## config.mk

```make
export PLATFORM = sky130hd
export DESIGN_NAME = ofm_maxpool_2x2
export DESIGN_NICKNAME = d
export VERILOG_FILES = /design/src/rtl/ofm_maxpool_2x2.sv
export SDC_FILE = /design/constraint.sdc
export NUM_CORES = 1
export LEC_CHECK = 0
export BUFFER_PORTS_ARGS = -buffer_cell sky130_fd_sc_hd__buf_2
export CAP_MARGIN = 20
export CORE_MARGIN = 8
export CORE_UTILIZATION = 50
export CTS_BUF_LIST = sky130_fd_sc_hd__clkbuf_8 sky130_fd_sc_hd__clkbuf_16
export CTS_CLUSTER_DIAMETER = 100
export DETAILED_ROUTE_END_ITERATION = 6
export GPL_TIMING_DRIVEN = 0
export PLACE_DENSITY = 0.68
export SLEW_MARGIN = 20
export SYNTH_ARGS = -nofsm -noshare
export SYNTH_HDL_FRONTEND = slang
export SYNTH_SLANG_ARGS = --single-unit
```

## constraint.sdc

```tcl
create_clock -name clk -period 6.9 [get_ports clk]
set_clock_uncertainty 0.2 [all_clocks]
set_input_delay 0.345 -clock clk [delete_from_list [all_inputs] [get_ports clk]]
set_output_delay 0.345 -clock clk [all_outputs]
set_load 0.1 [all_outputs]
```

## src/rtl/ofm_maxpool_2x2.sv

```systemverilog
// 2x2 stride-2 max pooling over a row-major OFM pixel stream.
// Half-row line buffer holds the horizontal maxima of each even row.
module ofm_maxpool_2x2 #(
  parameter int DATA_W = 13,
  parameter int OFM_W  = 8,
  parameter int OFM_H  = 8
) (
  input  logic              clk,
  input  logic              rst,
  input  logic              in_valid,
  input  logic [DATA_W-1:0] In_OFM,
  output logic              out_valid,
  output logic [DATA_W-1:0] Out_Pool,
  output logic              frame_done
);

  localparam int LBW  = (OFM_W > 2) ? $clog2(OFM_W / 2) : 1;
  localparam int CW   = LBW + 1;
  localparam int RW   = (OFM_H > 2) ? $clog2(OFM_H) : 1;
  localparam int LB_N = OFM_W / 2;

  logic [CW-1:0]     col_q, col_d;
  logic [RW-1:0]     row_q, row_d;
  logic [DATA_W-1:0] prev_q, prev_d;
  logic              vld_q, vld_d;
  logic [DATA_W-1:0] pool_q, pool_d;
  logic              done_q, done_d;

  logic [DATA_W-1:0] lb_q [LB_N];
  logic              lb_we;
  logic [LBW-1:0]    lb_idx;
  logic [DATA_W-1:0] lb_rd;
  logic [DATA_W-1:0] hmax;
  logic              col_last;
  logic              row_last;

  assign lb_idx   = col_q[CW-1:1];
  assign lb_rd    = lb_q[lb_idx];
  assign col_last = (col_q == CW'(OFM_W - 1));
  assign row_last = (row_q == RW'(OFM_H - 1));
  assign hmax     = (In_OFM > prev_q) ? In_OFM : prev_q;

  always_comb begin
    col_d  = col_q;
    row_d  = row_q;
    prev_d = prev_q;
    vld_d  = 1'b0;
    pool_d = '0;
    done_d = 1'b0;
    lb_we  = 1'b0;
    if (in_valid) begin
      if (col_last) begin
        col_d = '0;
        row_d = row_last ? '0 : row_q + 1'b1;
      end else begin
        col_d = col_q + 1'b1;
      end
      if (!col_q[0]) begin
        prev_d = In_OFM;
      end else if (!row_q[0]) begin
        lb_we = 1'b1;
      end else begin
        vld_d  = 1'b1;
        pool_d = (lb_rd > hmax) ? lb_rd : hmax;
        done_d = row_last && col_last;
      end
    end
  end

  always_ff @(posedge clk) begin
    if (rst) begin
      col_q  <= '0;
      row_q  <= '0;
      prev_q <= '0;
      vld_q  <= 1'b0;
      pool_q <= '0;
      done_q <= 1'b0;
    end else begin
      col_q  <= col_d;
      row_q  <= row_d;
      prev_q <= prev_d;
      vld_q  <= vld_d;
      pool_q <= pool_d;
      done_q <= done_d;
    end
  end

  // Contents are always written on an even row before the odd row reads them.
  always_ff @(posedge clk) begin
    if (lb_we) begin
      lb_q[lb_idx] <= hmax;
    end
  end

  assign out_valid  = vld_q;
  assign Out_Pool   = pool_q;
  assign frame_done = done_q;

endmodule

```

==> summary.txt <==
Floorplan
  – Row count: 32
  – Core area: 7690 sq um
  – I/O Pins: 31
  – Full die area: 11000 sq um
  – Die Ht: 105 um
  – Initial Util: 51.1%
  – Die Wd: 105 um

Timing
  – Tmin final: 4.23 ns
  – Tcrit/Tclk final: 61.3%
  – Fin. Hold Viols: 0
  – Slew Viols, Final: 0
  – Setup TNS: 0 ns
  – Hold WS: 0.0433 ns
  – Fmax: 236 MHz
  – Final WS setup: 2.67 ns
  – Worst-Margin Slew: 0.713 ns
  – Final setup vio count: 0
  – Slew margin rel.: 52.4%
  – RSZ-0062 raised after global routing: false

Place
  – # placed instances: 457
  – Placed instance area: 4280 sq um
  – HPWL Detailed: 5.84 mm
  – Port buffer count: 29
  – Pre-CTS WS: 2.64 ns
  – Gpl congestion: 0.792

Yosys
  – Register area share after synthesis: 58.1%
  – Post-synth ARST share: 0%
  – Ranking of synthesized cells by area: edfxtp_1 (40%), dfxtp_1 (18%), ha_1 (9.5%)
  – Cells after synthesis: 319
  – Share of the synthesized area in the top cell type: 39.7%
  – Count leader, synth: edfxtp_1
  – Syn avg cell area: 12.3 sq um
  – Distinct cells, synth: 34
  – Top FF cell, synth: edfxtp_1
  – Syn nets: 365
  – Warnings from Yosys: 0
  – Area leader, netlist: edfxtp_1
  – Post-synth EDFFs: 52
  – Netlist Area Pre-Place: 3930 sq um
  – Register bit count reported by yosys: 88
  – Top cells by count, synth: edfxtp_1 (52), nand2_1 (39), inv_1 (38), dfxtp_1 (36), a21oi_1 (31)

Detailed routing
  – Avg WL per Cell: 16.3 um
  – Final wirelength: 7.69 mm
  – Iteration count of the initial detailed-routing pass: 4
  – Routed Antenna Nets: 0
  – Vias per cell: 5.31
  – Initial drt markers: 77
  – Residual DRC: 0
  – Via count: 2513

Cells and area
  – Layout cells sized above 1: 21.0%
  – Net count, final: 412
  – Final instance count without filler cells: 473
  – ANT cells: 0
  – Fillers: 644
  – Final core occ: 58.6%
  – Area grow syn2layout: 14.6%
  – Finished Cell Area: 4510 sq um

Setup path
  – CP Max Fanout: 10
  – Top delay family on crit path: compound AO/OA/AOI/OAI gates
  – Highest cell delay on the worst timing path: 0.47 ns
  – CP Launch Type: register
  – Worst path arrival time: 4.23 ns
  – Buf+Inv Stages, Crit Path: 3
  – Req. time, crit path: 6.90 ns
  – Slowest cell on the critical path: clkbuf_1
  – Worst reg-to-reg setup slack: 2.67 ns
  – Critical path class: reg2reg
  – Worst-path cell chain: inv_1 > ha_1 > nand4_1 > o221a_1 > a21oi_2 > buf_6 > mux2i_1 > ha_1 > nand4_1 > nor4_1 > o21ba_2 > nand2_1 > clkbuf_1 > o22ai_1
  – Crit. End Element: register

Pwr
  – Leak Pwr: 1.83 nW
  – Max IR drop VDD: 134 uV
  – Total chip power: 1.10 mW
  – Power per cell area: 245 nW/um^2

CTS
  – Num CTS Buffers: 9
  – Longest Clk Path Bufs: 2
  – Worst-path clk slew: 0.09 ns
  – Post-CTS Resized: 0
  – CTS tree: done
  – Skew-Pair Late Insertion Delay: 0.36 ns
  – Setup Fix Bufs, Post-CTS: 0
  – Clock sink total: 88
  – H-tree lvl count: 3
  – Post-CTS Hold Fix Bufs: 0
  – Clk root buf: clkbuf_8

Global routing
  – First-pass GRT wire length: 12.7 mm
  – GRT Total Usage: 14.7%
  – Initial antenna violation count: 0
  – Vias in the first global route: 2560
  – Largest net degree at the start of global routing: 17
  – Global route total overflow: 0

Run
  – Max-cap viol count: 0

Worst hold path
  – HP Class: in2reg

Status
  – Run status: complete, no violations
==> registers in the layout, indices dropped and copies added (netlist names), named ones only <==
name,count
lb_q,52
Out_Pool,13
prev_q,13
col_q,3
row_q,3
frame_done,1
out_valid,1
==> metal layers <==
layer / global-route usage [%] / up-vias / share of wire, %
met5: 0 / - / 0
met4: 6.32 / 0 / 1.7
met3: 3.19 / 12 / 3.6
met2: 23.5 / 45 / 47
met1: 18.9 / 1205 / 48
li1: - / 1251 / -
==> worst reg2reg max path: cells and delay by family (launching register included) <==
family | cells | cell delay (ns)
AO/OA/AOI/OAI | 4 | 0.98
adder cells (fa/ha/maj) | 2 | 0.56
buffers and inverters | 3 | 0.75
flip-flops | 1 | 0.39
multiplexers | 1 | 0.41
AND/OR/NAND/NOR | 4 | 0.81
==> area by class of cell <==
class                           instances  area [sq um]  share of cell area (%)
Multi-Input combinational cell        182          1480                    32.9
Inverter                               38           143                    3.17
Sequential cell                        88          2280                    50.7
Buffer                                 11          56.3                    1.25
Clock inverter                          7           101                    2.25
Timing Repair Buffer                   36           188                    4.17
Clock buffer                            9           124                    2.75
Tap cell                              102           128                    2.83
==> report_power, final <==
part | total, mW | switching (mW) | internal, mW
logic | 0.134 | 0.0796 | 0.0544
registers | 0.578 | 0.00586 | 0.573
clock network | 0.392 | 0.185 | 0.207
total | 1.10 | 0.270 | 0.834
==> path summary, 6_finish.rpt <==
| check | from | endpoint | depth (start not counted) |
|---|---|---|---|
| min reg2reg | row_q[1] | row_q[1] | 2 |
| min | In_OFM[0] | prev_q[0] | 3 |
| max reg2reg | prev_q[12] | Out_Pool[11] | 14 |
| max | prev_q[12] | Out_Pool[11] | 14 |
==> logic make-up (layout without fill, tap and decap cells) <==
family | count (synthesis) | count (layout) | synth area share, %
muxes | 29 | 29 | 11.3
and+or+nand+nor | 68 | 68 | 7.93
adders and majority gates | 30 | 30 | 9.55
buffers and inverters | 49 | 101 | 5.06
DFF | 88 | 88 | 58.1
AOI/OAI and AO/OA | 55 | 55 | 8.15
==> placed cells by master (no fill, tap or decap), types with 2 or more instances in the layout <==
master	count
clkinvlp_4	2
ha_1	30
buf_4	4
clkbuf_8	9
dfxtp_1	36
inv_6	2
nor2_1	9
buf_2	36
a21oi_1	31
edfxtp_1	52
nand3_1	3
nand4_1	5
clkbuf_1	6
o22ai_1	11
nor4_1	2
o21ai_0	6
mux2_2	2
mux2i_1	15
inv_1	38
nor4b_2	2
bufinv_16	2
nand2_1	39
mux4_2	12
(Power assumes the default switching activity.)
